<file path="src/rtl/sign_extension.sv">
// sign_extension: RV32I immediate generator (I/S/B/U/J), registered; optional imm_valid_o under SIGN_EXT_VALID_EN
module sign_extension #(
    parameter int INST_WIDTH = 32,
    parameter int OPCODE     = 7
) (
    input  logic                  clk_i,
    input  logic                  rst_i,
    input  logic [INST_WIDTH-1:0] inst_i,
    input  logic [OPCODE-1:0]     opcode_i,
`ifdef SIGN_EXT_VALID_EN
    output logic                  imm_valid_o,
`endif
    output logic [INST_WIDTH-1:0] immediate_extended_o
);
    localparam logic [OPCODE-1:0] OP_ALUI   = 7'b0010011;
    localparam logic [OPCODE-1:0] OP_LOAD   = 7'b0000011;
    localparam logic [OPCODE-1:0] OP_JALR   = 7'b1100111;
    localparam logic [OPCODE-1:0] OP_STORE  = 7'b0100011;
    localparam logic [OPCODE-1:0] OP_BRANCH = 7'b1100011;
    localparam logic [OPCODE-1:0] OP_LUI    = 7'b0110111;
    localparam logic [OPCODE-1:0] OP_AUIPC  = 7'b0010111;
    localparam logic [OPCODE-1:0] OP_JAL    = 7'b1101111;
    logic                  is_i, is_s, is_b, is_u, is_j;
    logic [INST_WIDTH-1:0] imm_c;
    // Decode the format from opcode_i and build the filled immediate; unselected fields never reach imm_c
    always_comb begin
        is_i  = (opcode_i == OP_ALUI) || (opcode_i == OP_LOAD) || (opcode_i == OP_JALR);
        is_s  = (opcode_i == OP_STORE);
        is_b  = (opcode_i == OP_BRANCH);
        is_u  = (opcode_i == OP_LUI) || (opcode_i == OP_AUIPC);
        is_j  = (opcode_i == OP_JAL);
        imm_c = is_i ? {{20{inst_i[31]}}, inst_i[31:20]} :
                is_s ? {{20{inst_i[31]}}, inst_i[31:25], inst_i[11:7]} :
                is_b ? {{19{inst_i[31]}}, inst_i[31], inst_i[7], inst_i[30:25], inst_i[11:8], 1'b0} :
                is_u ? {inst_i[31:12], 12'h000} :
                is_j ? {{11{inst_i[31]}}, inst_i[31], inst_i[19:12], inst_i[20], inst_i[30:21], 1'b0} :
                       '0;
    end
    // Register the immediate; reset wins over capture
    always_ff @(posedge clk_i) begin
        immediate_extended_o <= rst_i ? '0 : imm_c;
    end
`ifdef SIGN_EXT_VALID_EN
    // Flag recognised immediate-bearing opcodes alongside the result
    always_ff @(posedge clk_i) begin
        imm_valid_o <= rst_i ? 1'b0 : (is_i | is_s | is_b | is_u | is_j);
    end
`endif
endmodule

</file>
<file path="config.mk">
export PLATFORM = sky130hd
export DESIGN_NAME = sign_extension
export DESIGN_NICKNAME = d
export VERILOG_FILES = /design/src/rtl/sign_extension.sv
export SDC_FILE = /design/constraint.sdc
export NUM_CORES = 1
export LEC_CHECK = 0
export BUFFER_PORTS_ARGS = -buffer_cell sky130_fd_sc_hd__buf_4
export CAP_MARGIN = 25
export CORE_MARGIN = 3
export CORE_UTILIZATION = 30
export DETAILED_ROUTE_END_ITERATION = 10
export PLACE_DENSITY = 0.55
export SLEW_MARGIN = 25
export SYNTH_ARGS = -nofsm -noshare
export SYNTH_HDL_FRONTEND = slang
export SYNTH_SLANG_ARGS = --single-unit
</file>
<file path="constraint.sdc">
create_clock -name clk_i -period 2.4 [get_ports clk_i]
set_input_delay 0.48 -clock clk_i [delete_from_list [all_inputs] [get_ports clk_i]]
set_output_delay 0.48 -clock clk_i [all_outputs]
set_load 0.01 [all_outputs]
</file>
After elaboration in Yosys (flattened, before gate mapping)
Index checks and enable logic that the tools add are counted.
{ "word_totals": {"ff_bits": 32, "inputBits": 41, "output_inout_bits": 32, "word_cells": 17} }
{ "op_classes": {"n_eq_ne": 8, "muxes": 5, "reduce_logical": 3} }
{ "op_table": {"columns": ["operator", "n"], "rows": [
  ["32-bit two-way mux", 5],
  ["7-bit == test (second input constant)", 3],
  ["7-bit by 5-bit == test with 1-bit output (second input constant)", 2],
  ["7-bit by 6-bit == test with 1-bit output (second input constant)", 2],
  ["7-bit by 2-bit == test with 1-bit output (second input constant)", 1],
  ["1-bit logical OR", 3]
]} }

Logic depth before layout (Yosys ltp)
Gate-level depths: netlist (run 1).
{ "depth": {"ltp_word": 6, "depth_mapped": 5, "depth_no_buf": 3} }

Worst setup path before layout (run 1)
OpenSTA, ideal clock, no wires.
{ "synth_path": {"path_kind": "input to register", "startpoint": "input opcode_i[5]", "endpoint": "register immediate_extended_o[1]", "setup_ns": 0.057, "arrival_time_ns": 1.439, "t_required_ns": 2.343, "slack_ns": 0.904, "cell_stages": 4, "path_buffers": 1, "cell_sequence": "buf_6 or4_4 a21oi_4 a22o_2"} }
{ "synth_between": {"elab_chain_len": 6, "word_cells_on_any_way": 16, "classes_between": "eq/ne (8); mux (5); reduce/logical (3)"} }
{ "synth_rtl": {"columns": ["element", "line_no", "source"], "rows": [
  ["start, declared", "9", "input logic [OPCODE-1:0] opcode_i,"],
  ["7-bit == test, or another cell as far along", "31", "is_j = (opcode_i == OP_JAL);"],
  ["32-bit two-way mux / 1-bit logical OR (equally long branches)", "36, 30", null],
  ["32-bit two-way mux", "35", "is_u ? {inst_i[31:12], 12'h000} :"],
  ["32-bit two-way mux", "34", "is_b ? {{19{inst_i[31]}}, inst_i[31], inst_i[7], inst_i[30:25], inst_i[11:8], 1'b0} :"],
  ["32-bit two-way mux", "33", "is_s ? {{20{inst_i[31]}}, inst_i[31:25], inst_i[11:7]} :"],
  ["32-bit two-way mux *", "32", "imm_c = is_i ? {{20{inst_i[31]}}, inst_i[31:20]} :"],
  ["end signal, assigned", "41", "immediate_extended_o <= rst_i ? '0 : imm_c;"],
  ["end, declared", "13", "output logic [INST_WIDTH-1:0] immediate_extended_o"]
]} }
Mark *: on every way between the ends. The rest lies on a longest branch, timed or not.
A chain may end at the register's enable or synchronous reset.

==> results of run 1 <==
logic make-up (layout without fill, tap and decap cells):
| kind of cell | Yosys count | in the layout |
|---|---|---|
| and+or+nand+nor | 67 | 67 |
| buffers and inverters | 10 | 72 |
| DFF | 32 | 32 |
| AOI/OAI and AO/OA | 27 | 27 |
layout by cell type (no fill, tap or decap), types with 2 or more instances in the layout:
cell	instances
nand2b_1	9
nand4_1	2
nor2b_1	6
nor3b_1	2
a21oi_1	6
buf_4	65
and4b_1	2
clkbuf_8	7
nand4b_1	12
a22o_2	3
nand3_1	13
o22ai_1	8
o31ai_1	2
dfxtp_1	32
nand2_1	13
area by class of cell:
type | count | area [um2]
fill | 399 | 2200
tap | 50 | 62.6
clock buffer | 7 | 96.3
sequential | 32 | 641
timing repair buffer | 65 | 488
multi-input combinational | 94 | 629
metal layers:
metal | part of all wire [%] | vias up | track usage [%]
met4 | 1.8 | 0 | 5.64
met2 | 47 | 43 | 20.8
li1 | - | 628 | -
met5 | 0 | - | 0
met1 | 44 | 589 | 17.1
met3 | 7.2 | 7 | 5.26
critical path, stage by stage:
cell and delay, ns:
buf_4 0.14, and4b_1 0.73, nand4b_1 0.20, nand3_1 0.12
per-stage QoR:
step           power [uW]  setup slack (ns)
2_1_floorplan         607             0.904
5_1_grt              1150             0.891
4_1_cts              1110             0.967
6_report             1100             0.940
3_5_place_dp          675             0.673
3_3_place_gp          673             0.713
power by group through the flow:
| stage | Sequential, uW | Clock, uW | Combinational [uW] |
|---|---|---|---|
| global placement | 551 | 0 | 121 |
| finish | 540 | 441 | 124 |
| detailed placement | 551 | 0 | 124 |
| global route | 540 | 480 | 134 |
| floorplan | 555 | 0 | 52.5 |
| CTS | 540 | 449 | 124 |
worst max-delay path by stage:
stage | startpoint | to | slack (ns) | cells past startpoint
final | rst_i | immediate_extended_o[21]$_SDFF_PP0_ | 0.94 | 4
after global routing | rst_i | immediate_extended_o[28]$_SDFF_PP0_ | 0.89 | 4
after CTS | rst_i | immediate_extended_o[21]$_SDFF_PP0_ | 0.97 | 4
after detailed placement | rst_i | immediate_extended_o[21]$_SDFF_PP0_ | 0.67 | 4
after global placement | rst_i | immediate_extended_o[28]$_SDFF_PP0_ | 0.71 | 4
after floorplan | opcode_i[5] | immediate_extended_o[1]$_SDFF_PP0_ | 0.90 | 4
==> results.json, run 1 <==
{
  "die_x_um": 72.3,
  "wl_um": 3630,
  "drtAntennaViolNets": 0,
  "path_class": "input port to flip-flop",
  "num_io_pins": 73,
  "netlist_area_um2": 1320,
  "setup_tns_ns": 0,
  "numClockSinks": 32,
  "p_int_uw": 857,
  "synth.net_count": 177,
  "largestRegisters": "immediate_extended_o x32",
  "crit_fanout": 20,
  "port_buffers": 65,
  "fmax_mhz": 685,
  "grt_usage_pct": 13.6,
  "p_sw_uw": 248,
  "period_needed_ns": 1.46,
  "pwr-share-seq_pct": 48.9,
  "htreeDepth": 2,
  "cts_made_buffers": 5,
  "max-slew-margin-rel_pct": 51.6,
  "hold_viol_final": 0,
  "vias_per_cell": 5.11,
  "finalHoldWorstSlack_ns": 0.420,
  "synth_cell_type_count": 32,
  "cts-root-buf": "clkbuf_8",
  "place_area_um2": 1820,
  "grt_max_degree": 21,
  "hold_end": "immediate_extended_o[1]$_SDFF_PP0_",
  "coreArea_um2": 4120,
  "rsz0062_at_grt": "false",
  "power.leakage_uw": 0.000853,
  "worst_ep_required_time_ns": 2.61,
  "worst_pin_slew_ns": 0.725,
  "ir_worst_vdd_mv": 0.238,
  "fin_cells": 248,
  "dieArea_um2": 5230,
  "finish.net_count": 239,
  "hold_class": "input port to flip-flop",
  "holdCritStartpoint": "inst_i[8]",
  "synth_edf_count": 0,
  "final_cell_area_um2": 1920,
  "first_global_vias": 1187,
  "switching_share_pct": 22.4,
  "yosys-top-cells-count": "dfxtp_1 (32), nand2_1 (13), nand3_1 (13)",
  "rows": 23,
  "hold_depth": 2,
  "grt_pass1_wl_um": 5550,
  "dr_total_vias": 1267,
  "drive_gt1_share_pct": 40.4,
  "cts_tree": "built",
  "dr.first_iter.drc_count": 53,
  "yosysMostFrequentCell": "dfxtp_1",
  "fin_util_pct": 46.6,
  "synth.avg_cell_area_um2": 9.71,
  "top_register": "immediate_extended_o",
  "status": "completed",
  "synth_compound_area_share_pct": 15.4,
  "path_clk_slew_ns": 0.07,
  "cp-start-kind": "input port",
  "drv_cap": 0,
  "syn-instance-count": 136,
  "synth.top_cell.area_share_pct": 48.5,
  "ctsHoldBuffers": 0,
  "synthSimpleGateAreaFrac_pct": 32.3,
  "diodes": 0,
  "synth_top_family_by_area": "simple AND/OR/NAND/NOR gates",
  "clockBufferDepth": 2,
  "wl_per_cell_um": 14.6,
  "hpwlAfterDp_um": 2740,
  "cts_setup_buffers": 0,
  "period_share_pct": 60.8,
  "yosys.area_share.adder_pct": 0,
  "power_density_nw_per_um2": 576,
  "initial_core_util_pct": 32.1,
  "grt_overflow": 0,
  "p_comb_share_pct": 11.2,
  "async_flop_share_pct": 0,
  "power.clock.fraction_pct": 39.9,
  "yosys.area.top_type": "dfxtp_1",
  "yosys-top-cells-area": "dfxtp_1 (49%), nand4b_1 (8.0%), nand3_1 (4.9%)",
  "worstSetupEndpointType": "flip-flop",
  "die_h_um": 72.3,
  "setup_viol": 0,
  "worstPathArrival_ns": 1.67,
  "yosysWarningCount": 0,
  "syn2layout_area_growth_pct": 45.2,
  "gp_congestion": 0.871,
  "yosysSeqAreaShare_pct": 48.5,
  "ctsResizeCount": 0,
  "synth-main-ff-cell": "dfxtp_1",
  "largest_register_ffs": 32,
  "first_pass_iters": 4,
  "slew_viol_final": 0,
  "drc": 0,
  "antenna_found_initial": 0,
  "ys_seq_elements": 32,
  "dpl.cell_count": 241,
  "synth_xor_area_share_pct": 0,
  "synth_mux_area_share_pct": 0
}
No activity file was read; power rests on OpenSTA's default activity.
==> inputs of run 2 (changes only) <==
--- a/config.mk
+++ b/config.mk
@@ -10,7 +10,7 @@
 export CORE_MARGIN = 3
 export CORE_UTILIZATION = 30
 export DETAILED_ROUTE_END_ITERATION = 10
-export PLACE_DENSITY = 0.55
+export PLACE_DENSITY = 0.57
 export SLEW_MARGIN = 25
 export SYNTH_ARGS = -nofsm -noshare
 export SYNTH_HDL_FRONTEND = slang
==> constraint.sdc (replaced) <==
create_clock -name clk_i -period 1.3 [get_ports clk_i]
set_input_delay 0.26 -clock clk_i [delete_from_list [all_inputs] [get_ports clk_i]]
set_output_delay 0.26 -clock clk_i [all_outputs]
set_load 0.01 [all_outputs]
==> results.json, run 2 (synthesis gave the netlist of run 1 again) <==
{
  "status": "completed",
  "worstSetupEndpointType": "flip-flop",
  "dr_wl_met3_um": 267,
  "numClockSinks": 32,
  "period_needed_ns": 1.08,
  "fin_util_pct": 49.7,
  "diodes": 0,
  "crit_fanout": 5,
  "grt_usage_pct": 14.4,
  "worst_pin_slew_ns": 0.373,
  "slew_viol_final": 0,
  "clockBufferDepth": 2,
  "path_buf_inv": 1,
  "largestRegisters": "immediate_extended_o x32",
  "initial_core_util_pct": 32.1,
  "vias_per_cell": 4.98,
  "path_clk_slew_ns": 0.06,
  "drtAntennaViolNets": 0,
  "cp_top_family": "simple AND/OR/NAND/NOR gates",
  "rsz0062_at_grt": "false",
  "num_io_pins": 73,
  "gp_congestion": 0.733,
  "cp-start-kind": "input port",
  "max-slew-margin-rel_pct": 75.1,
  "met1_length_um": 1620,
  "dieArea_um2": 5230,
  "worstPathArrival_ns": 1.31,
  "htreeDepth": 2,
  "fin_cells": 263,
  "multiInputGateArea_um2": 631,
  "power_density_nw_per_um2": 1060,
  "period_share_pct": 83.2,
  "hold_viol_final": 0,
  "ctsHoldBuffers": 0,
  "cts-root-buf": "clkbuf_8",
  "coreArea_um2": 4120,
  "finalHoldWorstSlack_ns": 0.204,
  "power.leakage_uw": 0.000930,
  "top_register": "immediate_extended_o",
  "cts_made_buffers": 5,
  "mostFrequentLayoutCells": "buf_4 (78), dfxtp_1 (32), nand2_1 (13), nand3_1 (13), nand4b_1 (12)",
  "wl_um": 3710,
  "cp_cell_sequence": "buf_4 > or4_4 > a21oi_4 > a22o_2",
  "worst_ep_required_time_ns": 1.52,
  "grt_overflow": 0,
  "grt_pass1_wl_um": 5940,
  "slowest_stage": "or4_4",
  "hold_class": "input port to flip-flop",
  "dr.first_iter.drc_count": 115,
  "cts_setup_buffers": 0,
  "fmax_mhz": 925,
  "dpl.cell_count": 255,
  "path_class": "input port to flip-flop",
  "first_global_vias": 1251,
  "critPathMaxStageDelay_ns": 0.54,
  "syn2layout_area_growth_pct": 55.1,
  "n_fill_cell": 395,
  "die_h_um": 72.3,
  "antenna_found_initial": 0,
  "grt_max_degree": 21,
  "drc": 0,
  "rows": 23,
  "finish.net_count": 253,
  "ctsResizeCount": 0,
  "final_common_cell": "buf_4",
  "drive_gt1_share_pct": 44.6,
  "highest_layer": "met4",
  "hpwlAfterDp_um": 2910,
  "cts_tree": "built",
  "regArea_um2": 641,
  "port_buffers": 65,
  "drv_cap": 0,
  "setup_viol": 0,
  "met2_length_um": 1770,
  "dr_total_vias": 1311,
  "ir_worst_vdd_mv": 0.371,
  "first_pass_iters": 4,
  "largest_register_ffs": 32,
  "die_x_um": 72.3,
  "wl_per_cell_um": 14.1
}
## run 2: final timing paths
path	endpoint	from	slack (ns)	cells after the start
worst max-delay path	immediate_extended_o[2]$_SDFF_PP0_	opcode_i[5]	0.22	4
worst min-delay path	immediate_extended_o[3]$_SDFF_PP0_	inst_i[10]	0.20	2
## run 2: final cells by class
type	count	share of cell area (%)
Sequential cell	32	31.3
Multi-Input combinational cell	94	30.8
Timing Repair Buffer	79	29.6
Clock buffer	6	3.55
Tap cell	50	3.06
Clock inverter	2	1.71
## run 2: power by group
| group | internal [uW] | switching [uW] |
|---|---|---|
| sequential | 993 | 3.39 |
| clock | 568 | 341 |
| combinational | 139 | 116 |
| total | 1700 | 460 |
## run 2: routing by layer
| metal | track usage, % | vias up |
|---|---|---|
| li1 | - | 656 |
| met5 | 0 | - |
| met2 | 23.1 | 43 |
| met3 | 4.71 | 4 |
| met4 | 5.22 | 0 |
| met1 | 18.2 | 608 |
## run 2: stage by stage
stage               area, um2  total power [uW]  TNS [ns]  setup WS [ns]
floorplan                1320              1120         0         0.0236
global placement         1940              1270     -2.00         -0.123
detailed placement       1940              1270     -2.90         -0.165
CTS                      2050              2170         0          0.124
global route             2050              2240         0          0.208
finish                   2050              2160         0          0.219
==> inputs of run 3 (changes only) <==
--- a/config.mk
+++ b/config.mk
@@ -5,12 +5,13 @@
 export SDC_FILE = /design/constraint.sdc
 export NUM_CORES = 1
 export LEC_CHECK = 0
+export ABC_AREA = 1
 export BUFFER_PORTS_ARGS = -buffer_cell sky130_fd_sc_hd__buf_4
 export CAP_MARGIN = 25
 export CORE_MARGIN = 3
 export CORE_UTILIZATION = 30
 export DETAILED_ROUTE_END_ITERATION = 10
-export PLACE_DENSITY = 0.57
+export PLACE_DENSITY = 0.54
 export SLEW_MARGIN = 25
 export SYNTH_ARGS = -nofsm -noshare
 export SYNTH_HDL_FRONTEND = slang
==> constraint.sdc (replaced) <==
create_clock -name clk_i -period 1.05 [get_ports clk_i]
set_input_delay 0.21 -clock clk_i [delete_from_list [all_inputs] [get_ports clk_i]]
set_output_delay 0.21 -clock clk_i [all_outputs]
set_load 0.01 [all_outputs]
==> results.json, run 3 <==
{
  "status": "completed",
  "num_io_pins": 73,
  "hold_viol_final": 0,
  "clockBufferDepth": 2,
  "grt_usage_pct": 13.3,
  "antenna_found_initial": 0,
  "path_clk_slew_ns": 0.07,
  "synth_cell_type_count": 18,
  "top_register": "immediate_extended_o",
  "first_pass_iters": 4,
  "die_x_um": 73.2,
  "wl_um": 3460,
  "rows": 23,
  "synth.avg_cell_area_um2": 7.79,
  "crit_fanout": 16,
  "syn-instance-count": 174,
  "grt_overflow": 0,
  "power.clock.fraction_pct": 38.8,
  "pwr-share-seq_pct": 49.8,
  "vias_per_cell": 4.45,
  "drc": 0,
  "power.leakage_uw": 0.00101,
  "yosysSeqAreaShare_pct": 47.2,
  "synth.net_count": 215,
  "yosysMostFrequentCell": "nand2_1",
  "dieArea_um2": 5360,
  "ctsHoldBuffers": 0,
  "max-slew-margin-rel_pct": 81.7,
  "finish.net_count": 291,
  "ir_worst_vdd_mv": 0.460,
  "period_needed_ns": 0.950,
  "numClockSinks": 32,
  "ys_seq_elements": 32,
  "largestRegisters": "immediate_extended_o x32",
  "hpwlAfterDp_um": 2750,
  "synth-main-ff-cell": "dfxtp_1",
  "yosysWarningCount": 0,
  "fmax_mhz": 1050,
  "port_buffers": 65,
  "yosys-top-cells-count": "nand2_1 (37), dfxtp_1 (32), nand3_1 (27)",
  "gp_congestion": 0.779,
  "pre_cts_slack_ns": -0.180,
  "finalHoldWorstSlack_ns": 0.175,
  "diodes": 0,
  "p_sw_uw": 581,
  "yosys.area.top_type": "dfxtp_1",
  "hold_class": "input port to flip-flop",
  "p_int_uw": 1890,
  "worst_slack_ns": 0.100,
  "netlist_area_um2": 1360,
  "setup_viol": 0,
  "mostFrequentLayoutCells": "buf_4 (76), nand2_1 (37), dfxtp_1 (32)",
  "worstPathArrival_ns": 1.16,
  "first_global_vias": 1226,
  "p_comb_share_pct": 11.4,
  "grt_max_degree": 17,
  "path_class": "input port to flip-flop",
  "htreeDepth": 2,
  "largest_register_ffs": 32,
  "synth.top_cell.area_share_pct": 47.2,
  "cts_made_buffers": 5,
  "grt_pass1_wl_um": 5400,
  "async_flop_share_pct": 0,
  "drtAntennaViolNets": 0,
  "synth_edf_count": 0,
  "setup_tns_ns": 0,
  "initial_core_util_pct": 32.5,
  "cts_tree": "built",
  "worstSetupEndpointType": "flip-flop",
  "drive_gt1_share_pct": 44.2,
  "power_density_nw_per_um2": 1210,
  "wl_per_cell_um": 11.5,
  "slew_viol_final": 0,
  "drv_cap": 0,
  "final_common_cell": "buf_4",
  "syn2layout_area_growth_pct": 50.8,
  "dr_total_vias": 1340,
  "coreArea_um2": 4170,
  "cts-root-buf": "clkbuf_8",
  "die_h_um": 73.2,
  "worst_ep_required_time_ns": 1.26,
  "yosys-top-cells-area": "dfxtp_1 (47%), nand2_1 (10%), nand3_1 (10%)",
  "worst_pin_slew_ns": 0.274,
  "cp-start-kind": "input port",
  "switching_share_pct": 23.5,
  "period_share_pct": 90.4,
  "dr.first_iter.drc_count": 64
}
-- run 3: area by class of cell --
class	instances	area (um2)
flip-flops and latches	32	641
inverters	16	60.1
fillers	427	2130
repair buffers	76	571
clock buffers	6	82.6
clock inverters	2	10.0
multi-input cells	119	619
well taps	50	62.6
-- run 3: cells by family after synthesis --
| logic type | share of synthesized area, % |
|---|---|
| buffers and inverters | 7.38 |
| AND/OR/NAND/NOR | 33.9 |
| AO/OA/AOI/OAI | 11.5 |
| flip-flops | 47.2 |
-- run 3: layer usage --
metal	vias up	routed length, um	track usage, %
met5	-	0	0
met4	0	61	6.15
met3	6	252	3.99
met2	51	1600	21.4
met1	578	1550	16.2
li1	705	-	-
-- run 3: stage by stage --
stage	instances	utilization [%]	total power, uW	area [um2]
2_1_floorplan	174	-	1370	1360
3_3_place_gp	292	46.5	1540	1940
3_5_place_dp	292	46.5	1540	1940
4_1_cts	300	48.8	2510	2030
5_1_grt	301	49.0	2580	2050
6_report	301	49.0	2470	2050
-- run 3: worst max-delay path, cell delays in order --
cell and delay, ns:
buf_4 0.12, inv_1 0.06, nand2_1 0.06, nor2_2 0.17
nand2_4 0.10, nand3_4 0.09, nand2_4 0.16, a21oi_1 0.19
-- run 3: path summary, 6_finish.rpt --
| kind | cells after the start | startpoint | to | slack (ns) |
|---|---|---|---|---|
| setup / recovery | 8 | opcode_i[3] | immediate_extended_o[22]$_SDFF_PP0_ | 0.10 |
| hold / removal | 3 | inst_i[29] | immediate_extended_o[9]$_SDFF_PP0_ | 0.18 |
-- run 3: what timing repair did --
action                                 CTS  global route
buffers inserted                         0             1
setup endpoints to repair                0             4
endpoints found under the hold margin    0             0
gates resized for setup                  0             1
-- run 3: power by group through the flow --
stage / registers, uW / logic [uW] / clock network [uW]
2_1_floorplan: 1270 / 103 / 0
3_3_place_gp: 1260 / 284 / 0
3_5_place_dp: 1260 / 282 / 0
4_1_cts: 1230 / 283 / 992
5_1_grt: 1230 / 310 / 1040
6_report: 1230 / 281 / 960
